===== config.mk =====
export PLATFORM = sky130hd
export DESIGN_NAME = rpn_token_serializer
export DESIGN_NICKNAME = d
export VERILOG_FILES = /design/src/rtl/rpn_token_serializer.sv
export SDC_FILE = /design/constraint.sdc
export NUM_CORES = 1
export LEC_CHECK = 0
export BUFFER_PORTS_ARGS = -buffer_cell sky130_fd_sc_hd__buf_2
export CAP_MARGIN = 20
export CORE_MARGIN = 5
export CORE_UTILIZATION = 25
export DETAILED_ROUTE_END_ITERATION = 8
export PLACE_DENSITY = 0.48
export SETUP_SLACK_MARGIN = 0.1
export SKIP_CTS_REPAIR_TIMING = 1
export SYNTH_ARGS = -nofsm -noshare
export SYNTH_HDL_FRONTEND = slang
export SYNTH_SLANG_ARGS = --single-unit

===== constraint.sdc =====
create_clock -name clk -period 1.8 [get_ports clk]
set_input_delay 0.36 -clock clk [delete_from_list [all_inputs] [get_ports clk]]
set_output_delay 0.36 -clock clk [all_outputs]
set_load 0.1 [all_outputs]

===== src/rtl/rpn_token_serializer.sv =====
// Serializes number/operator tokens into the RPN calculator's single-bit frame
// protocol, inserts inter-frame idle gaps and tracks a shadow stack-depth model.
module rpn_token_serializer #(
    parameter  int STACK_DEPTH = 16,
    parameter  int NUM_GAP     = 0,
    parameter  int OP_GAP      = 2,
    parameter  int STREAM_GAP  = 12,
    localparam int DW          = $clog2(STACK_DEPTH + 1)
) (
    input  logic          clk,
    input  logic          rst,
    input  logic          in_valid,
    output logic          in_ready,
    input  logic          in_is_op,
    input  logic [7:0]    in_data,
    input  logic [1:0]    in_op,
    output logic          dOut,
    output logic          busy,
    output logic [DW-1:0] depth,
    output logic          pred_overflow,
    output logic          pred_underflow
);

    localparam int MAXG  = (NUM_GAP > OP_GAP) ? ((NUM_GAP > STREAM_GAP) ? NUM_GAP : STREAM_GAP)
                                              : ((OP_GAP > STREAM_GAP) ? OP_GAP : STREAM_GAP);
    localparam int MAXC  = (MAXG > 10) ? MAXG : 10;
    localparam int CW    = $clog2(MAXC + 1);

    typedef enum logic [1:0] {S_IDLE, S_SEND, S_GAP} state_t;

    state_t        r_state;
    logic [9:0]    r_shift;
    logic [CW-1:0] r_cnt;
    logic [CW-1:0] r_gap;
    logic          r_dout;
    logic          r_ready;
    logic          r_busy;
    logic [DW-1:0] r_depth;
    logic          r_ovf;
    logic          r_unf;

    logic          w_accept;
    logic [9:0]    w_frame;
    logic [CW-1:0] w_len;
    logic [CW-1:0] w_gap_sel;

    // r_ready mirrors (r_state == S_IDLE), so acceptance needs no state decode
    assign w_accept = in_valid && r_ready;

    always_comb begin
        w_frame   = {2'b10, in_data};
        w_len     = CW'(10);
        w_gap_sel = CW'(NUM_GAP);
        if (in_is_op) begin
            w_frame   = {2'b11, in_op, 6'b0};
            w_len     = CW'(4);
            w_gap_sel = (in_op == 2'b11) ? CW'(STREAM_GAP) : CW'(OP_GAP);
        end
    end

    always_ff @(posedge clk) begin
        if (rst) begin
            r_state <= S_IDLE;
            r_shift <= '0;
            r_cnt   <= '0;
            r_gap   <= '0;
            r_dout  <= 1'b0;
            r_ready <= 1'b1;
            r_busy  <= 1'b0;
        end else begin
            case (r_state)
                S_IDLE: begin
                    r_dout <= 1'b0;
                    if (w_accept) begin
                        r_shift <= w_frame;
                        r_cnt   <= w_len;
                        r_gap   <= w_gap_sel;
                        r_state <= S_SEND;
                        r_ready <= 1'b0;
                        r_busy  <= 1'b1;
                    end
                end
                S_SEND: begin
                    r_dout  <= r_shift[9];
                    r_shift <= {r_shift[8:0], 1'b0};
                    r_cnt   <= r_cnt - CW'(1);
                    if (r_cnt == CW'(1)) begin
                        if (r_gap == '0) begin
                            r_state <= S_IDLE;
                            r_ready <= 1'b1;
                            r_busy  <= 1'b0;
                        end else begin
                            r_state <= S_GAP;
                            r_cnt   <= r_gap;
                        end
                    end
                end
                S_GAP: begin
                    r_dout <= 1'b0;
                    r_cnt  <= r_cnt - CW'(1);
                    if (r_cnt == CW'(1)) begin
                        r_state <= S_IDLE;
                        r_ready <= 1'b1;
                        r_busy  <= 1'b0;
                    end
                end
                default: begin
                    r_state <= S_IDLE;
                    r_dout  <= 1'b0;
                    r_ready <= 1'b1;
                    r_busy  <= 1'b0;
                end
            endcase
        end
    end

    // Shadow stack model: predicts calculator flags, never blocks tokens
    always_ff @(posedge clk) begin
        if (rst) begin
            r_depth <= '0;
            r_ovf   <= 1'b0;
            r_unf   <= 1'b0;
        end else if (w_accept) begin
            if (!in_is_op) begin
                if (r_depth == DW'(STACK_DEPTH)) r_ovf   <= 1'b1;
                else                             r_depth <= r_depth + DW'(1);
            end else begin
                case (in_op)
                    2'b00: r_depth <= '0;
                    2'b01, 2'b10: begin
                        if (r_depth < DW'(2)) begin
                            r_unf   <= 1'b1;
                            r_depth <= DW'(1);
                        end else begin
                            r_depth <= r_depth - DW'(1);
                        end
                    end
                    default: r_depth <= r_depth;
                endcase
            end
        end
    end

    assign in_ready       = r_ready;
    assign dOut           = r_dout;
    assign busy           = r_busy;
    assign depth          = r_depth;
    assign pred_overflow  = r_ovf;
    assign pred_underflow = r_unf;

endmodule

### After elaboration in Yosys (flattened, before gate mapping)

Cells that the tools add are included.
W data, S select, Z words.

| word-level totals | value |
|---|---|
| output and inout port bits | 10 |
| RAM bits | 0 |
| bits in latches | 0 |
| bits in registers | 30 |
| bits in read-only memories | 0 |
| word-level logic and storage cells | 74 |
| memories kept | 0 |

| cells by class | value |
|---|---|
| add/subtract/negate cells | 3 |
| multipliers | 0 |
| reduce and logical (&&, ||, !) cells | 16 |
| magnitude comparators | 1 |
| divide/modulo/power cells | 0 |
| equal/unequal tests | 13 |
| shift-type cells | 0 |
| muxes and demuxes | 29 |
| bitwise gates (word level) | 2 |

Operators by type and width:

| kind | number |
|---|---|
| $mux W4 | 6 |
| $pmux W10 S2 | 1 |
| $mux W5 | 3 |
| $pmux W4 S3 | 1 |
| $mux W10 | 1 |
| $ne A2 B2 Y1 const B | 5 |
| $pmux W5 S2 | 1 |
| $mux W9 | 1 |
| $reduce_and A3 Y1 | 3 |
| $mux W1 | 8 |
| $mux W2 | 4 |
| $reduce_and A4 Y1 | 2 |
| $eq A2 B2 Y1 const B | 3 |
| $pmux W1 S3 | 2 |
| $pmux W2 S3 | 1 |
| $reduce_and A2 Y1 | 3 |
| $add A5 B1 Y5 const B | 1 |
| $eq A5 B5 Y1 const B | 1 |
| $lt A5 B2 Y1 const B | 1 |
| $sub A5 B1 Y5 const B | 1 |
| $eq A2 B1 Y1 const B | 2 |
| $eq A4 B1 Y1 const B | 1 |
| $logic_not A2 Y1 | 2 |
| $logic_not A4 Y1 | 1 |
| other kinds (7) | 9 |

### Longest topological paths before layout

Gate-level depths: netlist of the first run.

| depth | value |
|---|---|
| depth after elaboration | 4 |
| depth in mapped cells | 8 |

### Worst setup path before layout of the first run

OpenSTA, ideal clock, no wires.

| timing path | value |
|---|---|
| path kind | register to register |
| from | register r_depth[1], in the netlist depth[1] |
| to | register r_depth[4], in the netlist depth[4] |
| path slack | -0.570 ns |
| stages on the path, launching flop included | 7 |
| arrival time | 2.282 ns |
| buffers on the path | 0 |
| period minus slack after synthesis | 2.370 ns |
| cell sequence | dfxtp_1 > inv_1 > ha_1 > or3b_4 > o211ai_4 > or3_1 > o32ai_2 |

| on the way | value |
|---|---|
| longest elaborated chain between the ends | 4 |
| elaborated cells between the ends (all ways) | 10 |

Ends and longest elaborated chain:

| element | RTL line | RTL |
|---|---|---|
| start, declared | 38 | `logic [DW-1:0] r_depth;` |
| start signal, assigned | 126 | `else r_depth <= r_depth + DW'(1);` |
| start signal, assigned | 135 | `r_depth <= r_depth - DW'(1);` |
| start signal, assigned | 138 | `default: r_depth <= r_depth;` |
| $sub A5 B1 Y5 / $lt A5 B2 Y1 (equally long branches) | 135, 131 |  |
| $mux W5 | 131 | `if (r_depth < DW'(2)) begin` |
| $pmux W5 S2 | 128 | `case (in_op)` |
| $mux W5 | 124 | `if (!in_is_op) begin` |

Several ways; a longest one is shown, not always the timed one. The select of a mux whose other input is x is not followed.
A chain may end at the register's enable or synchronous reset.

### Final worst setup path of the first run

| timing path | value |
|---|---|
| from | register r_depth[1], in the netlist depth[1] |
| to | register r_depth[1], in the netlist depth[1] |

The elaborated chain is that of the path after synthesis.

==> flow_metrics.py, run 1 <==
metrics = {
    "status": {
        "result_of_the_run": "complete, no violations",
    },
    "sta": {
        "timing.final.crit_share_pct": 91.5,
        "headroom_to_the_max_slew_limit_pct": 67.2,
        "finClkSkew_ps": 3.06,
        "report.final.hold_viol_count": 0,
        "grt_setup_unrepaired": "true",
        "fmax_mhz": 607,
        "report.final.setup_viol": 0,
        "tightest_slew_ps": 495,
        "layout_min_cycle_time_ps": 1650,
        "finalSetupTns_ps": 0,
        "report.final.slew_viol_count": 0,
    },
    "die": {
        "chipHeight_um": 93.3,
        "die_w_um": 93.3,
        "floorplan.io_pins": 24,
        "floorplan.initialDensity_pct": 25.7,
        "fp.dieArea_sq_mm": 0.00870,
        "core_sq_mm": 0.00676,
        "floorplan.rows": 30,
    },
    "worst_setup_path": {
        "setup.worst_path.end_class": "flip-flop",
        "cp.arrival_ps": 1850,
        "critPathRequiredTime_ps": 2000,
        "path_class": "flip-flop to flip-flop",
        "worst_r2r_path_depth": 7,
        "worst_setup_path_start_kind": "flip-flop",
        "crit_fanout": 6,
    },
    "logic_synthesis": {
        "yosysSeqAreaShare_pct": 32.3,
        "synth.net_count": 233,
        "post_synth.cell_area_avg_sq_um": 8.30,
        "postSynthRegisterBits": 28,
        "yosys_warnings": 0,
        "syn-instance-count": 209,
        "yosysUniqueCellTypes": 49,
        "post_synth_instance_area_sq_mm": 0.00173,
    },
    "cts": {
        "cts_tree": "built",
        "numClockSinks": 28,
        "ctsLongestPathBuffers": 2,
        "clock_insertion_delay_worst_skew_ps": 280,
        "root_buffer": "sky130_fd_sc_hd__clkbuf_8",
        "clock_buffers_created_by_tritoncts": 3,
        "clkSlewWorstSetupHoldPaths_ps": 100,
        "cts_max_level": 1,
    },
    "layout": {
        "flow.area_growth_from_synthesis_pct": 25.9,
        "layoutNonFillerInstCount": 325,
        "final_layout_size_suffix_gt1_share_pct": 28.6,
        "num-fill-cells": 710,
        "final_cell_area_sq_mm": 0.00218,
        "n_antenna_cell": 0,
        "nNetsFinal": 270,
    },
    "placement": {
        "finalWeightedCongestion": 0.771,
        "post-place-cells": 316,
        "hpwlAfterDp_mm": 3.22,
        "placed_area_sq_mm": 0.00205,
        "portBuffers": 23,
    },
    "routing": {
        "routedWlPerCell_um": 13.3,
        "detailroute.wirelength.met2_mm": 1.87,
        "first_pass_iters": 4,
        "drtIter0Drc": 108,
        "vias": 1626,
        "residual_antenna_violating_net_count_after_detailed_routing": 0,
        "drt-total-wl_mm": 4.31,
        "routed.top_layer": "met4",
        "post_drt_via_cell_ratio": 5.00,
        "met1Wirelength_mm": 2.21,
        "route.met3.wl_um": 162,
        "drcViolationCount": 0,
    },
    "global_routing": {
        "grt_pass1_vias": 1525,
        "grt_start_max_net_pins": 17,
        "grt-ovfl-total": 0,
        "antenna_found_initial": 0,
        "wire_length_of_the_first_global_routing_pass_mm": 7.25,
        "gr-usage-all-layers_pct": 10.2,
    },
    "worst_hold_path": {
        "whs_path_depth": 4,
        "worstHoldPathType": "primary input to flip-flop",
    },
    "run": {
        "max_capacitance_violation_count": 0,
    },
    "power_and_ir_drop": {
        "power_density_mw_per_mm2": 879,
        "worst_vdd_drop_mv": 0.315,
        "total_leakage_power_uw": 0.000883,
    },
}
-- flip-flops by register name, indices dropped and copies added (netlist names) --
name,count
busy,1
dOut,1
depth,5
in_ready,1
pred_overflow,1
pred_underflow,1
r_cnt,4
r_gap,2
r_shift,10
r_state,2
-- cells in the final DEF, fill, tap and decap left out, types with 6 or more instances in the layout --
| cell type | synthesis | layout |
|---|---|---|
| sky130_fd_sc_hd__a211oi_1 | 9 | 9 |
| sky130_fd_sc_hd__a21oi_1 | 13 | 13 |
| sky130_fd_sc_hd__a22oi_1 | 6 | 6 |
| sky130_fd_sc_hd__buf_2 | 4 | 23 |
| sky130_fd_sc_hd__buf_4 | 0 | 17 |
| sky130_fd_sc_hd__dfxtp_1 | 28 | 21 |
| sky130_fd_sc_hd__ha_1 | 10 | 7 |
| sky130_fd_sc_hd__inv_1 | 14 | 12 |
| sky130_fd_sc_hd__mux2i_1 | 7 | 7 |
| sky130_fd_sc_hd__nand2_1 | 12 | 12 |
| sky130_fd_sc_hd__nor2_1 | 27 | 27 |
| sky130_fd_sc_hd__o21ai_0 | 12 | 12 |
-- power breakdown --
group          total (uW)  internal, uW  switching, uW
Sequential            754           690           63.3
Clock                 455           243            212
Combinational         711           292            419
-- worst max-delay path, cell delays in order, from the launching register on --
cell and delay [ps]:
sky130_fd_sc_hd__dfxtp_4 380, sky130_fd_sc_hd__inv_4 60, sky130_fd_sc_hd__ha_4 140, sky130_fd_sc_hd__or3b_4 400, sky130_fd_sc_hd__o211ai_4 220, sky130_fd_sc_hd__buf_12 150
sky130_fd_sc_hd__nor3_2 40, sky130_fd_sc_hd__a211oi_2 180
-- final timing paths --
kind / slack, ps / endpoint / startpoint
hold / removal: 400 / in_ready / in_valid
setup reg to reg: 150 / depth[1] / depth[1]
hold reg to reg: 460 / dOut / r_shift[9]
setup / recovery: 150 / depth[1] / depth[1]
-- cell usage after synthesis (all sizes together) --
cell type	instances	area, sq um
a211oi	10	80.1
a21bo	1	10.0
a21oi	13	65.1
a221o	1	10.0
a22oi	6	45.0
a311oi	2	17.5
a31oi	5	31.3
a41oi	1	8.76
and2	1	6.26
and4b	1	10.0
buf	5	31.3
clkbuf	5	18.8
dfxtp	28	561
ha	10	125
inv	14	52.6
mux2i	7	70.1
nand2	12	45.0
nand2b	3	18.8
nand3	2	10.0
nand3b	2	15.0
nand4	2	12.5
nor2	27	101
nor2b	4	25.0
nor3	4	25.0
nor3b	3	27.5
nor4	2	27.5
nor4b	1	8.76
o211ai	1	21.3
o21a	3	22.5
o21ai	14	73.8
o21ba	1	10.0
o21bai	2	15.0
o22ai	2	12.5
o31ai	3	22.5
o32ai	2	25.0
o41ai	1	8.76
or3	2	12.5
or3b	2	20.0
or4	3	22.5
xnor2	1	8.76
-- per-stage QoR --
stage | hold slack (ps) | power, uW | utilization [%] | worst slack [ps]
floorplan | 418 | 1260 | - | 98.2
global placement | 447 | 1450 | 30.3 | 1.15
detailed placement | 447 | 1440 | 30.3 | -21.3
CTS | 404 | 1900 | 31.3 | 96.9
global route | 442 | 2040 | 32.3 | 75.8
finish | 403 | 1920 | 32.3 | 152
-- per-layer routing --
| metal | global-route usage [%] | up-vias |
|---|---|---|
| li1 | - | 837 |
| met1 | 14.1 | 743 |
| met2 | 16.4 | 42 |
| met3 | 1.21 | 4 |
| met4 | 3.66 | 0 |
| met5 | 0 | - |
-- final cells by class --
type / count / area [sq um] / share of cell area (%)
Multi-Input combinational cell: 157 / 1100 / 50.5
Sequential cell: 28 / 574 / 26.3
Timing Repair Buffer: 42 / 283 / 13.0
Tap cell: 80 / 100 / 4.58
Clock buffer: 4 / 66.3 / 3.04
Inverter: 14 / 57.6 / 2.64
-- kinds of logic after synthesis --
group,share of synthesized area (%)
fa+ha+maj,7.22
compound gates,27.6
buf+inv,5.92
xor+xnor,0.505
simple gates,22.4
mux,4.04
flops,32.3
Note: power is estimated with default switching activity, not from simulation.
==> run 2, diff against run 1 <==
RECOVER_POWER = 50   (was not set)
==> run 2 against run 1 <==
  * Critical path depth decreased by 5
  * Highest routed layer unchanged
  * Non-clock buffer count unchanged
  * Die area unchanged
  * Largest power group unchanged
  * Setup slack got worse by 43 ps
  * Sequential cell count unchanged
  * Sequential share of layout area increased by 0.16 points
  * Via count increased by 1.3%
  * Clock skew increased by 0.71 ps
  * Core utilization decreased by 0.41 points
==> flow_metrics.py, run 2 (same netlist as run 1, synthesis figures left out) <==
metrics = {
    "power_and_ir_drop": {
        "net_switching_fraction_of_the_power_pct": 36.2,
        "netSwitchingPower_uw": 689,
        "power.share.combinational_pct": 36.5,
        "worst_vdd_drop_mv": 0.315,
        "internal_power_uw": 1210,
        "power_density_mw_per_mm2": 882,
        "clock_power_share_pct": 23.9,
        "total_leakage_power_uw": 0.000865,
        "seq_power_share_pct": 39.6,
    },
    "placement": {
        "hpwlAfterDp_mm": 3.22,
        "post-place-cells": 316,
        "finalWeightedCongestion": 0.771,
        "portBuffers": 23,
        "placed_area_sq_mm": 0.00205,
    },
    "sta": {
        "timing.final.crit_share_pct": 93.9,
        "report.final.setup_viol": 0,
        "report.final.hold_viol_count": 0,
        "report.final.slew_viol_count": 0,
        "headroom_to_the_max_slew_limit_pct": 63.5,
        "layout_min_cycle_time_ps": 1690,
        "tightest_slew_ps": 550,
        "fmax_mhz": 591,
        "grt_setup_unrepaired": "true",
        "finClkSkew_ps": 3.77,
    },
    "global_routing": {
        "gr-usage-all-layers_pct": 10.2,
        "antenna_found_initial": 0,
        "wire_length_of_the_first_global_routing_pass_mm": 7.25,
        "grt_pass1_vias": 1525,
        "grt-ovfl-total": 0,
        "grt_start_max_net_pins": 17,
    },
    "worst_setup_path": {
        "cp.arrival_ps": 1330,
        "setup.worst_path.end_class": "output port",
        "worst_setup_path_start_kind": "flip-flop",
        "path_class": "flip-flop to output port",
        "timing.rr.end": "depth[1]",
        "r2r-start": "depth[1]",
        "crit_fanout": 5,
        "worst_r2r_path_depth": 7,
        "timing.reg2reg.setup_slack_ps": 130,
        "critPathRequiredTime_ps": 1440,
    },
    "routing": {
        "drt-total-wl_mm": 4.29,
        "first_pass_iters": 4,
        "routedWlPerCell_um": 13.2,
        "post_drt_via_cell_ratio": 5.07,
        "drcViolationCount": 0,
        "drtIter0Drc": 92,
        "residual_antenna_violating_net_count_after_detailed_routing": 0,
        "vias": 1647,
    },
    "worst_hold_path": {
        "min_to": "in_ready",
        "min_from": "in_valid",
        "whs_path_depth": 4,
        "worstHoldPathType": "primary input to flip-flop",
    },
    "layout": {
        "final_cell_area_sq_mm": 0.00216,
        "layout.cells.most_common": "sky130_fd_sc_hd__nor2_1",
        "num-fill-cells": 714,
        "n_antenna_cell": 0,
        "largest-register": "r_shift",
        "final_layout_size_suffix_gt1_share_pct": 26.5,
        "nNetsFinal": 270,
        "flow.area_growth_from_synthesis_pct": 24.3,
        "mostFrequentLayoutCells": "sky130_fd_sc_hd__nor2_1 (27), sky130_fd_sc_hd__dfxtp_1 (22), sky130_fd_sc_hd__buf_4 (16)",
        "layoutNonFillerInstCount": 325,
        "largest_reg_flops": 10,
    },
    "cts": {
        "cts_max_level": 1,
        "clkSlewWorstSetupHoldPaths_ps": 100,
        "clock_buffers_created_by_tritoncts": 3,
        "clock_insertion_delay_worst_skew_ps": 280,
        "ctsLongestPathBuffers": 2,
        "cts_tree": "built",
        "numClockSinks": 28,
        "root_buffer": "sky130_fd_sc_hd__clkbuf_8",
    },
    "run": {
        "max_capacitance_violation_count": 0,
    },
    "status": {
        "result_of_the_run": "complete, no violations",
    },
    "die": {
        "floorplan.initialDensity_pct": 25.7,
        "floorplan.io_pins": 24,
        "chipHeight_um": 93.3,
        "core_sq_mm": 0.00676,
        "floorplan.rows": 30,
        "fp.dieArea_sq_mm": 0.00870,
        "die_w_um": 93.3,
    },
}
run 2: how the worst max path moves through the flow:
stage	slack (ps)	cells past startpoint	start	endpoint
6_report	110	2	depth[1]	depth[1]
5_1_grt	50	7	depth[1]	depth[1]
3_5_place_dp	-20	7	in_op[0]	depth[4]
3_3_place_gp	1	7	in_op[0]	depth[4]
4_1_cts	100	6	depth[1]	depth[4]
2_1_floorplan	100	6	depth[1]	depth[4]
run 2: per-stage QoR:
stage / util [%] / total power [uW] / TNS, ps / setup slack, ps / hold slack (ps)
floorplan: - / 1260 / 0 / 98.2 / 418
finish: 31.9 / 1900 / 0 / 109 / 406
CTS: 31.3 / 1900 / 0 / 96.9 / 404
global placement: 30.3 / 1450 / 0 / 1.15 / 447
detailed placement: 30.3 / 1440 / -30.9 / -21.3 / 447
global route: 31.9 / 2020 / 0 / 48.6 / 443
run 2: cell type report:
class / count / area, sq um / area share [%]
clock buffer: 4 / 66.3 / 3.08
tap: 80 / 100 / 4.64
multi-input combinational: 157 / 1080 / 50.2
inverter: 14 / 57.6 / 2.67
sequential: 28 / 571 / 26.5
timing repair buffer: 42 / 279 / 12.9
run 2: power by group through the flow:
stage                     Combinational, uW  Clock, uW  Sequential, uW
after detailed placement                668          0             772
after floorplan                         385          0             873
final                                   693        455             753
after CTS                               671        468             758
after global routing                    759        495             765
after global placement                  672          0             773
run 2: worst max-delay path, stage by stage (launching register included):
cell                      delay [ps]
sky130_fd_sc_hd__dfxtp_1         460
sky130_fd_sc_hd__buf_4           170
sky130_fd_sc_hd__buf_2           420
run 2: per-layer routing:
layer / global-route usage [%] / wire length [um] / up-vias / share of wire, %
met1: 14.1 / 2170 / 753 / 51
met3: 1.21 / 160 / 8 / 3.7
met5: 0 / 0 / - / 0
met2: 16.4 / 1880 / 44 / 44
met4: 3.66 / 74 / 0 / 1.7
li1: - / - / 842 / -
